[src/rtl/pipeline_ctrl_pkg.sv]
// pipeline_ctrl_pkg: shared definitions for the frame-synchronous control
// register scheduler.
//   - register id codes (shared with the SPI command decoder)
//   - FSM state encoding
//   - write request payload
//   - field width helpers derived from PRECISION
package pipeline_ctrl_pkg;

   // Register id codes, same numbering as the SPI command decoder
   localparam logic [7:0] REG_CLEAR         = 8'h00;
   localparam logic [7:0] REG_MODE          = 8'h01;
   localparam logic [7:0] REG_RESERVED_02   = 8'h02;
   localparam logic [7:0] REG_SCALE         = 8'h03;
   localparam logic [7:0] REG_OFFSET_X      = 8'h04;
   localparam logic [7:0] REG_OFFSET_Y      = 8'h05;
   localparam logic [7:0] REG_RESERVED_06   = 8'h06;
   localparam logic [7:0] REG_CLIP_LEFT     = 8'h07;
   localparam logic [7:0] REG_CLIP_RIGHT    = 8'h08;
   localparam logic [7:0] REG_CLIP_TOP      = 8'h09;
   localparam logic [7:0] REG_CLIP_BOTTOM   = 8'h0A;

   localparam int unsigned ADDR_W = 8;
   localparam int unsigned DATA_W = 16;

   typedef enum logic [1:0] {
      ST_IDLE    = 2'd0,
      ST_PENDING = 2'd1,
      ST_COMMIT  = 2'd2
   } state_e;

   // Decoder write request payload
   typedef struct packed {
      logic [ADDR_W-1:0] addr;
      logic [DATA_W-1:0] data;
   } wr_req_t;

   // Signed offsets carry one extra bit over the clip range
   function automatic int unsigned off_w(input int unsigned precision);
      return precision + 1;
   endfunction

   function automatic int unsigned clip_w(input int unsigned precision);
      return precision;
   endfunction

   // True for every id that lands in (or clears) the shadow registers
   function automatic logic is_mapped(input logic [ADDR_W-1:0] addr);
      return (addr == REG_CLEAR)    || (addr == REG_MODE)       ||
             (addr == REG_SCALE)    || (addr == REG_OFFSET_X)   ||
             (addr == REG_OFFSET_Y) || (addr == REG_CLIP_LEFT)  ||
             (addr == REG_CLIP_RIGHT) || (addr == REG_CLIP_TOP) ||
             (addr == REG_CLIP_BOTTOM);
   endfunction

endpackage

[src/rtl/pipeline_ctrl_shadow_regs.sv]
// pipeline_ctrl_shadow_regs: address decode and shadow storage for the
// control registers. Accepted writes update one field (or clear all).
// Ports:
//   clk, rst_n      clock, async active-low reset
//   wr_fire         write handshake completed this cycle
//   wr_req          address/data of the write
//   shd_*           shadow field values (registered)
//   mapped_wr_c     combinational: accepted write hit a mapped id
import pipeline_ctrl_pkg::*;

module pipeline_ctrl_shadow_regs #(
   parameter int unsigned PRECISION = 11
) (
   input  logic                                  clk,
   input  logic                                  rst_n,
   input  logic                                  wr_fire,
   input  wr_req_t                               wr_req,
   output logic [1:0]                            shd_mode,
   output logic [1:0]                            shd_scale,
   output logic signed [off_w(PRECISION)-1:0]    shd_offset_x,
   output logic signed [off_w(PRECISION)-1:0]    shd_offset_y,
   output logic [clip_w(PRECISION)-1:0]          shd_clip_left,
   output logic [clip_w(PRECISION)-1:0]          shd_clip_right,
   output logic [clip_w(PRECISION)-1:0]          shd_clip_top,
   output logic [clip_w(PRECISION)-1:0]          shd_clip_bottom,
   output logic                                  mapped_wr_c
);

   localparam int unsigned OFF_W  = off_w(PRECISION);
   localparam int unsigned CLIP_W = clip_w(PRECISION);

   // Upper data bits are don't-care for narrow fields
   logic unused_data_c;
   assign unused_data_c = ^wr_req.data;

   assign mapped_wr_c = wr_fire & is_mapped(wr_req.addr);

   // Shadow storage; unmapped ids fall through untouched
   always_ff @(posedge clk or negedge rst_n) begin
      if (!rst_n) begin
         shd_mode        <= '0;
         shd_scale       <= '0;
         shd_offset_x    <= '0;
         shd_offset_y    <= '0;
         shd_clip_left   <= '0;
         shd_clip_right  <= '0;
         shd_clip_top    <= '0;
         shd_clip_bottom <= '0;
      end else if (wr_fire) begin
         case (wr_req.addr)
            REG_CLEAR: begin
               shd_mode        <= '0;
               shd_scale       <= '0;
               shd_offset_x    <= '0;
               shd_offset_y    <= '0;
               shd_clip_left   <= '0;
               shd_clip_right  <= '0;
               shd_clip_top    <= '0;
               shd_clip_bottom <= '0;
            end
            REG_MODE:        shd_mode        <= wr_req.data[1:0];
            REG_SCALE:       shd_scale       <= wr_req.data[1:0];
            REG_OFFSET_X:    shd_offset_x    <= wr_req.data[OFF_W-1:0];
            REG_OFFSET_Y:    shd_offset_y    <= wr_req.data[OFF_W-1:0];
            REG_CLIP_LEFT:   shd_clip_left   <= wr_req.data[CLIP_W-1:0];
            REG_CLIP_RIGHT:  shd_clip_right  <= wr_req.data[CLIP_W-1:0];
            REG_CLIP_TOP:    shd_clip_top    <= wr_req.data[CLIP_W-1:0];
            REG_CLIP_BOTTOM: shd_clip_bottom <= wr_req.data[CLIP_W-1:0];
            default: ;
         endcase
      end
   end

endmodule

[src/rtl/pipeline_ctrl_sync.sv]
// pipeline_ctrl_sync: frame-synchronous control register scheduler.
// Decoder writes land in shadow registers; all pending values are copied
// to the active ctrl_* outputs in one commit at the next vsync rising edge.
// Optional watchdog (macro PIPELINE_CTRL_WATCHDOG_EN) forces the commit
// after WATCHDOG_CYCLES pending cycles without a vsync edge.
// Ports:
//   clk, rst_n                       clock, async active-low reset
//   wr_valid/wr_ready/wr_addr/wr_data decoder write handshake
//   vsync                            vertical sync level (clk domain)
//   commit_hold                      defers commits while high
//   ctrl_*                           active control values
//   pending                          shadow holds uncommitted writes
//   commit_pulse                     first cycle of new ctrl_* values
//   frame_count                      vsync rising edges, wraps
import pipeline_ctrl_pkg::*;

module pipeline_ctrl_sync #(
   parameter int unsigned PRECISION       = 11,
   parameter int unsigned WATCHDOG_CYCLES = 2000000
) (
   input  logic                          clk,
   input  logic                          rst_n,
   input  logic                          wr_valid,
   output logic                          wr_ready,
   input  logic [7:0]                    wr_addr,
   input  logic [15:0]                   wr_data,
   input  logic                          vsync,
   input  logic                          commit_hold,
   output logic [1:0]                    ctrl_overlay_mode,
   output logic [1:0]                    ctrl_fg_scale,
   output logic signed [PRECISION:0]     ctrl_fg_offset_x,
   output logic signed [PRECISION:0]     ctrl_fg_offset_y,
   output logic [PRECISION-1:0]          ctrl_fg_clip_left,
   output logic [PRECISION-1:0]          ctrl_fg_clip_right,
   output logic [PRECISION-1:0]          ctrl_fg_clip_top,
   output logic [PRECISION-1:0]          ctrl_fg_clip_bottom,
   output logic                          pending,
   output logic                          commit_pulse,
   output logic [7:0]                    frame_count
);

   state_e  state_q, state_d;
   wr_req_t wr_req;
   logic    wr_fire;
   logic    mapped_wr_c;
   logic    vsync_q;
   logic    vsync_edge;
   logic    wd_hit;

   logic [1:0]                 shd_mode, shd_scale;
   logic signed [PRECISION:0]  shd_offset_x, shd_offset_y;
   logic [PRECISION-1:0]       shd_clip_left, shd_clip_right;
   logic [PRECISION-1:0]       shd_clip_top, shd_clip_bottom;

   assign wr_req.addr = wr_addr;
   assign wr_req.data = wr_data;
   assign wr_fire     = wr_valid & wr_ready;
   assign vsync_edge  = vsync & ~vsync_q;

   pipeline_ctrl_shadow_regs #(
      .PRECISION (PRECISION)
   ) u_shadow (
      .clk             (clk),
      .rst_n           (rst_n),
      .wr_fire         (wr_fire),
      .wr_req          (wr_req),
      .shd_mode        (shd_mode),
      .shd_scale       (shd_scale),
      .shd_offset_x    (shd_offset_x),
      .shd_offset_y    (shd_offset_y),
      .shd_clip_left   (shd_clip_left),
      .shd_clip_right  (shd_clip_right),
      .shd_clip_top    (shd_clip_top),
      .shd_clip_bottom (shd_clip_bottom),
      .mapped_wr_c     (mapped_wr_c)
   );

`ifdef PIPELINE_CTRL_WATCHDOG_EN
   // Counts pending cycles without vsync; any interruption restarts it
   logic [31:0] wd_cnt_q;

   always_ff @(posedge clk or negedge rst_n) begin
      if (!rst_n) begin
         wd_cnt_q <= '0;
      end else if ((state_q != ST_PENDING) || commit_hold || vsync_edge) begin
         wd_cnt_q <= '0;
      end else begin
         wd_cnt_q <= wd_cnt_q + 32'd1;
      end
   end

   assign wd_hit = (state_q == ST_PENDING) && !commit_hold &&
                   (wd_cnt_q >= 32'(WATCHDOG_CYCLES));
`else
   localparam int unsigned unused_wd_cycles = WATCHDOG_CYCLES;
   assign wd_hit = 1'b0;
`endif

   // Next-state logic
   always_comb begin
      state_d = state_q;
      case (state_q)
         ST_IDLE: begin
            if (mapped_wr_c) state_d = ST_PENDING;
         end
         ST_PENDING: begin
            if ((vsync_edge && !commit_hold) || wd_hit) state_d = ST_COMMIT;
         end
         ST_COMMIT: state_d = ST_IDLE;
         default:   state_d = ST_IDLE;
      endcase
   end

   // State, status outputs, vsync history and frame counter
   always_ff @(posedge clk or negedge rst_n) begin
      if (!rst_n) begin
         state_q      <= ST_IDLE;
         vsync_q      <= 1'b0;
         wr_ready     <= 1'b1;
         pending      <= 1'b0;
         commit_pulse <= 1'b0;
         frame_count  <= '0;
      end else begin
         state_q      <= state_d;
         vsync_q      <= vsync;
         wr_ready     <= (state_d != ST_COMMIT);
         pending      <= (state_d == ST_PENDING);
         commit_pulse <= (state_q == ST_COMMIT);
         if (vsync_edge) frame_count <= frame_count + 8'd1;
      end
   end

   // Active registers: copied from shadow as the COMMIT cycle ends
   always_ff @(posedge clk or negedge rst_n) begin
      if (!rst_n) begin
         ctrl_overlay_mode   <= '0;
         ctrl_fg_scale       <= '0;
         ctrl_fg_offset_x    <= '0;
         ctrl_fg_offset_y    <= '0;
         ctrl_fg_clip_left   <= '0;
         ctrl_fg_clip_right  <= '0;
         ctrl_fg_clip_top    <= '0;
         ctrl_fg_clip_bottom <= '0;
      end else if (state_q == ST_COMMIT) begin
         ctrl_overlay_mode   <= shd_mode;
         ctrl_fg_scale       <= shd_scale;
         ctrl_fg_offset_x    <= shd_offset_x;
         ctrl_fg_offset_y    <= shd_offset_y;
         ctrl_fg_clip_left   <= shd_clip_left;
         ctrl_fg_clip_right  <= shd_clip_right;
         ctrl_fg_clip_top    <= shd_clip_top;
         ctrl_fg_clip_bottom <= shd_clip_bottom;
      end
   end

endmodule

[config.mk]
export PLATFORM = sky130hd
export DESIGN_NAME = pipeline_ctrl_sync
export DESIGN_NICKNAME = d
export VERILOG_FILES = /design/src/rtl/pipeline_ctrl_pkg.sv /design/src/rtl/pipeline_ctrl_shadow_regs.sv /design/src/rtl/pipeline_ctrl_sync.sv
export SDC_FILE = /design/constraint.sdc
export NUM_CORES = 1
export LEC_CHECK = 0
export ABC_AREA = 1
export BUFFER_PORTS_ARGS = -buffer_cell sky130_fd_sc_hd__buf_2
export CELL_PAD_IN_SITES_DETAIL_PLACEMENT = 1
export CELL_PAD_IN_SITES_GLOBAL_PLACEMENT = 1
export CORE_MARGIN = 3
export CORE_UTILIZATION = 42
export CTS_CLUSTER_SIZE = 10
export DETAILED_ROUTE_END_ITERATION = 16
export GPL_TIMING_DRIVEN = 1
export PLACE_DENSITY_LB_ADDON = 0.1
export RECOVER_POWER = 50
export SLEW_MARGIN = 20
export SYNTH_ARGS = -nofsm -noshare
export SYNTH_HDL_FRONTEND = slang
export SYNTH_SLANG_ARGS = --single-unit
[constraint.sdc]
create_clock -name clk -period 1.7 [get_ports clk]
set_input_delay 0.34 -clock clk [delete_from_list [all_inputs] [get_ports clk]]
set_output_delay 0.34 -clock clk [all_outputs]
set_load 0.01 [all_outputs]
### Word level (Yosys, flattened, before mapping)

Cells that the tools add are included.

| word-level totals | value |
|---|---|
| flip-flop bits (word level) | 158 |
| output and inout port bits | 83 |
| word-level logic and storage cells | 78 |

| cells by class | value |
|---|---|
| $add $sub $neg | 1 |
| equal/unequal tests | 12 |
| muxes and demuxes | 11 |
| bitwise logic cells | 4 |
| reduce and logical (&&, ||, !) cells | 28 |

Operators by type and width:

| operator | count |
|---|---|
| $pmux W11 S2 | 4 |
| $pmux W12 S2 | 2 |
| $eq A8 B3 Y1 const B | 3 |
| $eq A8 B4 Y1 const B | 3 |
| $reduce_and A2 Y1 | 8 |
| $reduce_bool A2 Y1 | 8 |
| $pmux W2 S2 | 3 |
| $add A8 B1 Y8 const B | 1 |
| $eq A8 B1 Y1 const B | 1 |
| $eq A8 B2 Y1 const B | 1 |
| $logic_not A8 Y1 | 1 |
| $logic_or A1 B1 Y1 | 8 |
| $eq A2 B1 Y1 const B | 2 |
| $mux W2 | 2 |
| $and A1 B1 Y1 | 3 |
| $eq A2 B2 Y1 const B | 1 |
| $logic_not A2 Y1 | 1 |
| $ne A2 B2 Y1 const B | 1 |
| $logic_and A1 B1 Y1 | 1 |
| $logic_not A1 Y1 | 1 |
| $not A1 Y1 | 1 |

### Depth between registers and ports, before layout

Gate-level depths: netlist of the first run.

| logic depth | value |
|---|---|
| depth after elaboration | 13 |
| gate-level depth with buffers | 8 |
| gate-level depth less buffers | 7 |

### Hierarchy

From an unflattened synthesis of the first run, not the netlist that was laid out.

| unflattened totals | value |
|---|---|
| cell total of the unflattened synthesis | 734 |
| area total of the unflattened synthesis | 6,523.8 µm² |

Modules (own cells, without submodules):

| module | instances | cells each | area an instance (µm²) |
|---|---|---|---|
| pipeline_ctrl_sync | 1 | 365 | 3,331.9 |
| pipeline_ctrl_shadow_regs | 1 | 369 | 3,191.8 |

### Least setup slack after synthesis of the first run

Ideal clock, no wire load.

| path | value |
|---|---|
| path type | register to register |
| start point | register wr_ready |
| end point | register u_shadow.shd_clip_left[0] |
| arrival time | 1.435 ns |
| slack | 0.148 ns |
| cell stages (with the launch flop) | 8 |
| path buffers | 2 |
| cell sequence | dfstp_2 nand2_1 nor3_4 nand2_1 buf_4 buf_6 nand3_1 nand2_1 |

| on the way | value |
|---|---|
| word-level cells in the longest chain between the ends | 2 |

RTL lines:

| element | RTL line | RTL |
|---|---|---|
| start, declared | pipeline_ctrl_sync.sv:24 | `output logic wr_ready,` |
| start signal, assigned | pipeline_ctrl_sync.sv:126 | `wr_ready <= (state_d != ST_COMMIT);` |
| $and A1 B1 Y1 | pipeline_ctrl_sync.sv:57 | `assign wr_fire = wr_valid & wr_ready;` |
| $reduce_and A2 Y1 (no source line) | -- |  |
| end signal, assigned | pipeline_ctrl_shadow_regs.sv:65 | `REG_CLIP_LEFT: shd_clip_left <= wr_req.data[CLIP_W-1:0];` |
| end, declared | pipeline_ctrl_shadow_regs.sv:22 | `output logic [clip_w(PRECISION)-1:0] shd_clip_left,` |

Every way passes these cells.
A chain may end at the register's enable or synchronous reset.

### Worst setup path after layout of the first run

| path | value |
|---|---|
| start point | register wr_ready |
| end point | register u_shadow.shd_clip_top[1] |

| on the way | value |
|---|---|
| word-level cells in the longest chain between the ends | 2 |

RTL lines:

| element | RTL line | RTL |
|---|---|---|
| $and A1 B1 Y1 | pipeline_ctrl_sync.sv:57 |  |
| $reduce_and A2 Y1 (no source line) | -- |  |
| end signal, assigned | pipeline_ctrl_shadow_regs.sv:67 | `REG_CLIP_TOP: shd_clip_top <= wr_req.data[CLIP_W-1:0];` |
| end, declared | pipeline_ctrl_shadow_regs.sv:24 | `output logic [clip_w(PRECISION)-1:0] shd_clip_top,` |

Every way passes these cells.

==> results of run 1 <==
==> area by class of cell <==
cell class                      count  area [um2]
Inverter                           21        78.8
Timing Repair Buffer              130         746
Fill cell                        1770        6940
Clock buffer                       24         482
Clock inverter                      6         133
Tap cell                          184         230
Multi-Input combinational cell    512        2190
Sequential cell                   158        3960
==> what timing repair did <==
item | CTS | global route
endpoints found under the setup margin | 18 | 63
gates resized for setup | 2 | 1
setup buffers | 1 | 2
hold buffers | 1 | 0
endpoints found under the hold margin | 34 | 0
pin swaps | 1 | 1
==> layout by cell type (no fill, tap or decap), types with 3 or more instances in the layout <==
cell	count
bufinv_16	4
buf_12	4
clkbuf_2	3
nor2_1	21
clkbuf_8	3
clkbuf_1	18
nand2_2	4
nor3_1	4
nand2_1	333
dfrtp_1	157
nand3_1	135
buf_2	92
xor2_1	3
inv_1	19
clkbuf_16	17
buf_4	15
==> logic make-up after synthesis <==
logic type	synth area share, %
compound gates	0.156
xor+xnor	0.547
fa+ha+maj	0.195
buf+inv	4.39
flops	61.7
simple gates	33.0
==> power groups by stage <==
stage	clock (W)	combinational, W	sequential, W
after CTS	0.00410	0.000787	0.00413
after global routing	0.00427	0.000862	0.00416
final	0.00404	0.000765	0.00413
after detailed placement	0	0.000774	0.00420
after floorplan	0	0.000320	0.00423
after global placement	0	0.000743	0.00418
==> synth_stat cells (all sizes together) <==
cell,count
ha,1
nor2,25
xnor2,1
clkbuf,15
nand4,1
nor3,6
xor2,3
o21ai,2
buf,26
dfrtp,157
nand3,135
inv,21
nand3b,1
dfstp,1
nand2,337
==> metrics by stage <==
stage                     hold WS (ns)  instance area (um2)  setup TNS [ns]  utilization, %
final                           0.0683                 7810               0            53.0
after global routing            0.0608                 7810               0            53.0
after CTS                       0.0441                 7830               0            53.1
after detailed placement         0.268                 7190           -2.07            48.7
after global placement           0.264                 7190          -0.768            48.7
after floorplan                 0.0444                 6410               0               -
==> flip-flops by register name (all words and copies together) (netlist names), 8 cells and up <==
register                  count
ctrl_fg_clip_bottom          11
ctrl_fg_clip_left            11
ctrl_fg_clip_right           11
ctrl_fg_clip_top             11
ctrl_fg_offset_x             12
ctrl_fg_offset_y             12
frame_count                   8
u_shadow.shd_clip_bottom     11
u_shadow.shd_clip_left       11
u_shadow.shd_clip_right      11
u_shadow.shd_clip_top        11
u_shadow.shd_offset_x        12
u_shadow.shd_offset_y        12
==> routing by layer <==
layer / global-route usage (%) / wire, um / part of all wire, % / vias to the layer above
met3: 4.95 / 870 / 4.8 / 28
met2: 36.2 / 8650 / 48 / 135
met5: 0 / 0 / 0 / -
met4: 7.89 / 361 / 2.0 / 0
met1: 30.5 / 8140 / 45 / 2669
li1: - / - / - / 2529
==> worst min path at each step <==
stage / cells past startpoint / start / end / slack (ns)
floorplan: 0 / rst_n / commit_pulse$_DFF_PN0_ / 0.04
global placement: 1 / rst_n / ctrl_fg_clip_top[2]$_DFFE_PN0P_ / 0.26
detailed placement: 1 / rst_n / ctrl_fg_clip_top[2]$_DFFE_PN0P_ / 0.27
CTS: 1 / vsync / vsync_q$_DFF_PN0_ / 0.04
global route: 1 / vsync / vsync_q$_DFF_PN0_ / 0.06
finish: 1 / vsync / vsync_q$_DFF_PN0_ / 0.07
==> run_results.csv, run 1 <==
group,metric,value,unit
synthesis,synth-seq-area-share,61.7,%
timing,slew_viol_final,0,
place,hpwl,11.7,mm
timing,rsz0062_at_grt,"no",
clock_network,cts_max_path_buffers,2,
synthesis,synthTopCellsByArea,"dfrtp_1, nand2_1, nand3_1, buf_2, nor2_1",
pwr,power_density,1140,nW/um2
critical_path,cp.arrival,1.87,ns
synthesis,yosys.area.top_type,"dfrtp_1",
place,dp_cells,1001,
critical_path,worstPathMaxFanout,11,
critical_path,ff2ff_path_depth,5,
pwr,p_sw,0.00213,W
critical_path,cp_num_cells,5,
critical_path,crit_top_cell,"nand2_1",
pwr,ir_drop,0.913,mV
timing,max_freq,635,MHz
detailed_routing,num_vias,5361,
critical_path,worstSetupStartpoint,"wr_ready$_DFF_PN1_",
synthesis,synth_cell_type_count,24,
synthesis,yosysWarnings,0,
critical_path,critPathCaptureType,"flop",
floorplanning,core,14800,um2
timing,worstMarginPinSlew,0.994,ns
final_layout,nets,870,
pwr,p_int,0.00680,W
clock_network,cts_buffers,17,
detailed_routing,ant_nets,0,
clock_network,cts_max_level,4,
critical_path,path_class,"flop to flop",
place,gp_congestion,0.820,
timing,finalHoldViolCount,0,
pwr,cellLeakagePower,4.53,nW
synthesis,syn_inst,732,
final_layout,drive_gt1_share,18.1,%
outcome,status,"finished clean",
floorplanning,die_h,130,um
worst_hold_path,hp-class,"primary input to flop",
critical_path,cp_cell_sequence,"nand2_2 > nor3_4 > nand2_1 > nand3_1 > nand2_1",
detailed_routing,via_per_inst,5.18,
synthesis,synth_top_area_share,61.3,%
pwr,clock_power_share,45.2,%
grt,overflow,0,
timing,slew_headroom,33.7,%
grt,grt_pass1_wl,29.3,mm
clock_network,path_clk_slew,0.06,ns
critical_path,r2r_setup_slack,0.13,ns
critical_path,r2r-end,"u_shadow.shd_clip_top[1]$_DFFE_PN0P_",
timing,fin_ws,0.126,ns
final_layout,final_cells,1035,
floorplanning,ios,112,
flow_run,drv_cap,0,
grt,grt_antenna_before_repair,0,
grt,grt_max_degree,59,
pwr,seq_power_share,46.3,%
timing,finalSetupViolCount,0,
synthesis,syn_area,6410,um2
critical_path,slowest_delay,0.54,ns
floorplanning,dieArea,16800,um2
place,io_buffers,107,
floorplanning,core.rowCount,44,
detailed_routing,wl_per_cell,17.4,um
critical_path,crit_family,"simple AND/OR/NAND/NOR gates",
critical_path,worstPathRequired,2.00,ns
detailed_routing,drt-total-wl,18.0,mm
clock_network,cts.sinks,158,
timing,finalCritPeriodShare,92.6,%
final_layout,diodes,0,
timing,final.min_clock_period,1.57,ns
critical_path,cp_slowest_cell,"dfstp_2",
detailed_routing,drt_iter0_drc,447,
clock_network,clock_latency,0.43,ns
critical_path,worst-path-buf-inv,0,
timing,clock_skew,0.0117,ns
grt,grtUsageTotal,22.5,%
detailed_routing,drtPass1Iterations,4,
pwr,power,0.00893,W
clock_network,cts_tree,"yes",
detailed_routing,drc,0,
pwr,p_comb_share,8.6,%
critical_path,critPathCapture,"u_shadow.shd_clip_top[1]$_DFFE_PN0P_",
critical_path,start_kind,"flop",
floorplanning,die_w,130,um
synthesis,avgSynthCellArea,8.76,um2
critical_path,rr_startpoint,"wr_ready$_DFF_PN1_",
floorplanning,initial_core_util,43.4,%
synthesis,synth-seq-cells,158,
grt,grt_pass1_vias,5622,
place,dp_slack,-0.108,ns
synthesis,synth_nets,762,
pwr,netSwitchingFraction,23.9,%
final_layout,areaGrowthSynthToFinish,21.9,%
clock_network,cts-root-buf,"clkbuf_16",
(Power assumes the default switching activity.)
==> run 2: changes to the inputs <==
--- a/config.mk
+++ b/config.mk
@@ -10,10 +10,9 @@
 export CELL_PAD_IN_SITES_DETAIL_PLACEMENT = 1
 export CELL_PAD_IN_SITES_GLOBAL_PLACEMENT = 1
 export CORE_MARGIN = 3
-export CORE_UTILIZATION = 42
+export CORE_UTILIZATION = 30
 export CTS_CLUSTER_SIZE = 10
 export DETAILED_ROUTE_END_ITERATION = 16
-export GPL_TIMING_DRIVEN = 1
 export PLACE_DENSITY_LB_ADDON = 0.1
 export RECOVER_POWER = 50
 export SLEW_MARGIN = 20
==> run_results.csv, run 2 (synthesized netlist as in run 1, its figures left out) <==
group,metric,value,unit
outcome,status,"finished clean",
final_layout,seq_area,3960,um2
timing,finalCritPeriodShare,96.4,%
critical_path,critPathCapture,"u_shadow.shd_clip_top[4]$_DFFE_PN0P_",
timing,slew_viol_final,0,
final_layout,multi_input_area,2200,um2
grt,grtUsageTotal,16.5,%
critical_path,critPathCaptureType,"flop",
critical_path,cp.arrival,1.95,ns
critical_path,r2r_setup_slack,0.06,ns
detailed_routing,num_vias,5236,
critical_path,worstSetupStartpoint,"wr_ready$_DFF_PN1_",
detailed_routing,via_per_inst,4.67,
pwr,cellLeakagePower,4.55,nW
timing,setup_tns,0,ns
critical_path,cp_num_cells,6,
clock_network,path_clk_slew,0.07,ns
timing,fin_ws,0.0608,ns
floorplanning,dieArea,23200,um2
timing,finalHoldViolCount,0,
detailed_routing,ant_nets,0,
floorplanning,initial_core_util,31.1,%
grt,grt_pass1_wl,30.5,mm
worst_hold_path,hp-class,"primary input to flop",
place,gp_congestion,0.731,
final_layout,areaGrowthSynthToFinish,22.6,%
detailed_routing,drtPass1Iterations,5,
final_layout,final_cell_mix,"nand2_1, dfrtp_1, nand3_1",
final_layout,fillers,2465,
grt,grt_antenna_before_repair,1,
detailed_routing,drt_iter0_drc,321,
timing,finalSetupViolCount,0,
timing,slew_headroom,29.6,%
critical_path,worstPathMaxFanout,44,
clock_network,cts_buffers,17,
timing,worstMarginPinSlew,1.06,ns
place,placed_cell_area,7330,um2
critical_path,path_class,"flop to flop",
clock_network,clock_latency,0.43,ns
floorplanning,die_h,152,um
pwr,ir_drop,0.676,mV
critical_path,r2r-end,"u_shadow.shd_clip_top[4]$_DFFE_PN0P_",
grt,overflow,0,
detailed_routing,drc,0,
clock_network,cts-root-buf,"clkbuf_16",
flow_run,drv_cap,0,
clock_network,cts_max_level,4,
grt,grt_max_degree,72,
floorplanning,core.rowCount,52,
timing,final.min_clock_period,1.64,ns
grt,grt_pass1_vias,5628,
critical_path,slowest_delay,0.55,ns
critical_path,cp_slowest_cell,"dfstp_2",
critical_path,cp_cell_sequence,"nand2_4 > nor3_4 > nand2_2 > buf_12 > nand3_1 > nand2_1",
place,io_buffers,107,
place,hpwl,12.5,mm
final_layout,layout_commonest_cell,"nand2_1",
final_layout,final_util,38.1,%
final_layout,nets,870,
clock_network,cts.sinks,158,
pwr,power_density,1080,nW/um2
timing,max_freq,610,MHz
floorplanning,die_w,152,um
floorplanning,ios,112,
detailed_routing,wl_per_cell,16.4,um
critical_path,crit_family,"simple AND/OR/NAND/NOR gates",
critical_path,rr_startpoint,"wr_ready$_DFF_PN1_",
floorplanning,core,20600,um2
clock_network,cts_max_path_buffers,2,
critical_path,worst-path-buf-inv,1,
clock_network,cts_tree,"yes",
critical_path,worstPathRequired,2.01,ns
detailed_routing,drt-total-wl,18.4,mm
final_layout,drive_gt1_share,20.5,%
final_layout,diodes,0,
critical_path,ff2ff_path_depth,6,
final_layout,final_area,7860,um2
timing,clock_skew,0.0107,ns
critical_path,start_kind,"flop",
place,dp_slack,-0.0701,ns
-- run 2: cell types whose count changed in the layout (fill, tap and decap cells not counted), sizes merged --
| cell | before | now |
|---|---|---|
| clkinv | 1 | 6 |
| bufinv | 4 | 1 |
| clkinvlp | 1 | 4 |
| buf | 112 | 125 |
| clkbuf | 41 | 24 |
-- run 2: final cells by class --
class	instances	area share [%]
clock buffer	20	5.81
clock inverter	11	1.19
inverter	21	1.00
multi-input combinational	512	28.0
sequential	158	50.3
tap	270	4.30
timing repair buffer	130	9.36
-- run 2: where the power goes --
part           internal, W  leakage (nW)  switching, W
Sequential         0.00397          2.17      0.000152
Combinational     0.000261          2.11      0.000497
Clock              0.00207         0.263       0.00154
-- run 2: what timing repair did --
action                     in CTS  in global routing
setup buffers                   0                  1
hold buffers                    1                  0
resized for setup               3                  3
setup endpoints to repair      35                 69
pin swaps                       0                  1
hold endpoints to repair      157                  0
-- run 2: how the worst min path moves through the flow --
| stage | to | from | slack [ns] | cells after the start |
|---|---|---|---|---|
| 3_5_place_dp | commit_pulse$_DFF_PN0_ | rst_n | 0.34 | 2 |
| 4_1_cts | vsync_q$_DFF_PN0_ | vsync | 0.03 | 1 |
| 6_report | vsync_q$_DFF_PN0_ | vsync | 0.06 | 1 |
| 3_3_place_gp | commit_pulse$_DFF_PN0_ | rst_n | 0.34 | 2 |
| 5_1_grt | vsync_q$_DFF_PN0_ | vsync | 0.05 | 1 |
| 2_1_floorplan | commit_pulse$_DFF_PN0_ | rst_n | 0.04 | 0 |
-- run 2: per-layer routing --
metal	vias to the layer above	share of wire (%)	global-route usage, %
met1	2594	49	22.9
met5	-	0.071	0
met4	2	0.65	3.90
met2	102	47	26.2
li1	2527	-	-
met3	11	3.6	3.92
-- run 2: through the flow --
stage / hold slack [ns] / instances / power (W)
4_1_cts: 0.0333 / 1121 / 0.00864
5_1_grt: 0.0496 / 1122 / 0.00892
3_5_place_dp: 0.337 / 1089 / 0.00498
2_1_floorplan: 0.0444 / 732 / 0.00455
6_report: 0.0605 / 1122 / 0.00850
3_3_place_gp: 0.335 / 1089 / 0.00494
==> run 3: changes to the inputs <==
--- a/config.mk
+++ b/config.mk
@@ -10,7 +10,7 @@
 export CELL_PAD_IN_SITES_DETAIL_PLACEMENT = 1
 export CELL_PAD_IN_SITES_GLOBAL_PLACEMENT = 1
 export CORE_MARGIN = 3
-export CORE_UTILIZATION = 30
+export CORE_UTILIZATION = 42
 export CTS_CLUSTER_SIZE = 10
 export DETAILED_ROUTE_END_ITERATION = 16
 export PLACE_DENSITY_LB_ADDON = 0.1
==> constraint.sdc (replaced) <==
create_clock -name clk -period 1.7 [get_ports clk]
set_input_delay 0.34 -clock clk [delete_from_list [all_inputs] [get_ports clk]]
set_output_delay 0.34 -clock clk [all_outputs]
set_load 0.005 [all_outputs]
==> run_results.csv, run 3 (synthesized netlist as in run 1, its figures left out) <==
group,metric,value,unit
place,gp_congestion,0.820,
critical_path,r2r_setup_slack,0.12,ns
clock_network,path_clk_slew,0.06,ns
pwr,ir_drop,0.913,mV
final_layout,areaGrowthSynthToFinish,22.0,%
critical_path,critPathCaptureType,"flop",
grt,grt_antenna_before_repair,0,
critical_path,cp_slowest_cell,"dfstp_2",
worst_hold_path,hp-class,"primary input to flop",
detailed_routing,via_per_inst,5.18,
worst_hold_path,hold_path_depth,1,
critical_path,rr_startpoint,"wr_ready$_DFF_PN1_",
critical_path,path_class,"flop to flop",
critical_path,r2r-end,"u_shadow.shd_clip_top[1]$_DFFE_PN0P_",
pwr,power,0.00888,W
floorplanning,ios,112,
timing,finalSetupViolCount,0,
clock_network,cts.sinks,158,
floorplanning,die_w,130,um
clock_network,cts_tree,"yes",
critical_path,worstPathRequired,2.00,ns
timing,max_freq,633,MHz
clock_network,cts_buffers,17,
worst_hold_path,worstHoldEndpoint,"vsync_q$_DFF_PN0_",
timing,finalCritPeriodShare,92.9,%
critical_path,crit_top_cell,"nand2_1",
place,io_buffers,107,
timing,final.min_clock_period,1.58,ns
final_layout,final_cell_mix,"nand2_1, dfrtp_1, nand3_1",
clock_network,cts_max_path_buffers,2,
pwr,cellLeakagePower,4.56,nW
final_layout,final_area,7820,um2
grt,grtUsageTotal,22.5,%
detailed_routing,drc,0,
detailed_routing,drtPass1Iterations,4,
clock_network,cts_max_level,4,
detailed_routing,num_vias,5357,
final_layout,layout_commonest_cell,"nand2_1",
timing,finalHoldViolCount,0,
detailed_routing,drt_iter0_drc,450,
detailed_routing,ant_nets,0,
grt,grt_max_degree,59,
floorplanning,core.rowCount,44,
place,placed_cell_area,7190,um2
critical_path,worst-path-buf-inv,0,
final_layout,fillers,1766,
timing,slew_headroom,33.7,%
critical_path,cp_cell_sequence,"nand2_2 > nor3_4 > nand2_1 > nand3_1 > nand2_1",
timing,worstMarginPinSlew,0.994,ns
final_layout,drive_gt1_share,19.0,%
critical_path,crit_family,"simple AND/OR/NAND/NOR gates",
timing,slew_viol_final,0,
worst_hold_path,hold_start,"vsync",
floorplanning,die_h,130,um
detailed_routing,drt-total-wl,18.0,mm
critical_path,ff2ff_path_depth,5,
timing,whs,0.0695,ns
timing,setup_tns,0,ns
critical_path,slowest_delay,0.54,ns
critical_path,cp.arrival,1.88,ns
grt,grt_pass1_vias,5622,
clock_network,clock_latency,0.42,ns
timing,clock_skew,0.0102,ns
place,hpwl,11.7,mm
clock_network,cts-root-buf,"clkbuf_16",
grt,grt_pass1_wl,29.3,mm
grt,overflow,0,
critical_path,worstPathMaxFanout,11,
critical_path,start_kind,"flop",
floorplanning,dieArea,16800,um2
pwr,power_density,1140,nW/um2
final_layout,nets,870,
detailed_routing,wl_per_cell,17.4,um
flow_run,drv_cap,0,
outcome,status,"finished clean",
timing,rsz0062_at_grt,"no",
floorplanning,core,14800,um2
floorplanning,initial_core_util,43.4,%
final_layout,diodes,0,
-- run 3: cell count changes in the layout (fill, tap and decap cells not counted), moves of 3 or more --
cell	before	now
nand2_1	330	333
buf_2	106	100
clkinv_2	5	1
clkinvlp_4	4	1
bufinv_16	1	4
clkbuf_1	2	10
-- run 3: how the worst max path moves through the flow --
stage | startpoint | endpoint | slack (ns) | cells after the start
final | wr_ready$_DFF_PN1_ | u_shadow.shd_clip_top[1]$_DFFE_PN0P_ | 0.12 | 5
after global routing | wr_ready$_DFF_PN1_ | u_shadow.shd_offset_x[4]$_DFFE_PN0P_ | 0.0006 | 5
after CTS | wr_ready$_DFF_PN1_ | u_shadow.shd_clip_right[9]$_DFFE_PN0P_ | 0.03 | 5
after detailed placement | wr_addr[4] | u_shadow.shd_clip_right[9]$_DFFE_PN0P_ | -0.11 | 7
after global placement | wr_addr[5] | u_shadow.shd_clip_right[8]$_DFFE_PN0P_ | -0.03 | 7
after floorplan | wr_ready$_DFF_PN1_ | u_shadow.shd_clip_left[0]$_DFFE_PN0P_ | 0.17 | 7
-- run 3: power by group --
part	internal (W)	total, W	switching, W
clock	0.00256	0.00404	0.00148
sequential	0.00398	0.00413	0.000158
combinational	0.000266	0.000716	0.000450
-- run 3: layer usage --
layer	GRT usage, %	routed length [um]	part of all wire, %
met1	30.5	8130	45
met2	36.2	8660	48
met3	4.95	860	4.8
met4	7.89	361	2.0
met5	0	0	0
-- run 3: final cells by class --
| type | count | area [um2] | share of cell area, % |
|---|---|---|---|
| Inverter | 21 | 78.8 | 1.01 |
| Tap cell | 184 | 230 | 2.94 |
| Sequential cell | 158 | 3960 | 50.6 |
| Timing Repair Buffer | 130 | 756 | 9.66 |
| Clock buffer | 24 | 482 | 6.16 |
| Multi-Input combinational cell | 512 | 2190 | 28.0 |
| Clock inverter | 6 | 133 | 1.70 |
-- run 3: repair_timing --
action                                 CTS  global route
endpoints found under the hold margin   34             0
pin swaps                                1             1
gates resized for setup                  2             1
setup endpoints to repair               18            63
setup buffers                            1             2
hold buffers                             1             0
-- run 3: per-stage QoR --
stage | worst slack (ns) | utilization (%) | std cells
final | 0.121 | 53.0 | 1035
after global routing | 0.000640 | 53.0 | 1035
after CTS | 0.0337 | 53.1 | 1033
after detailed placement | -0.108 | 48.7 | 1001
after global placement | -0.0346 | 48.7 | 1001
after floorplan | 0.174 | - | 732
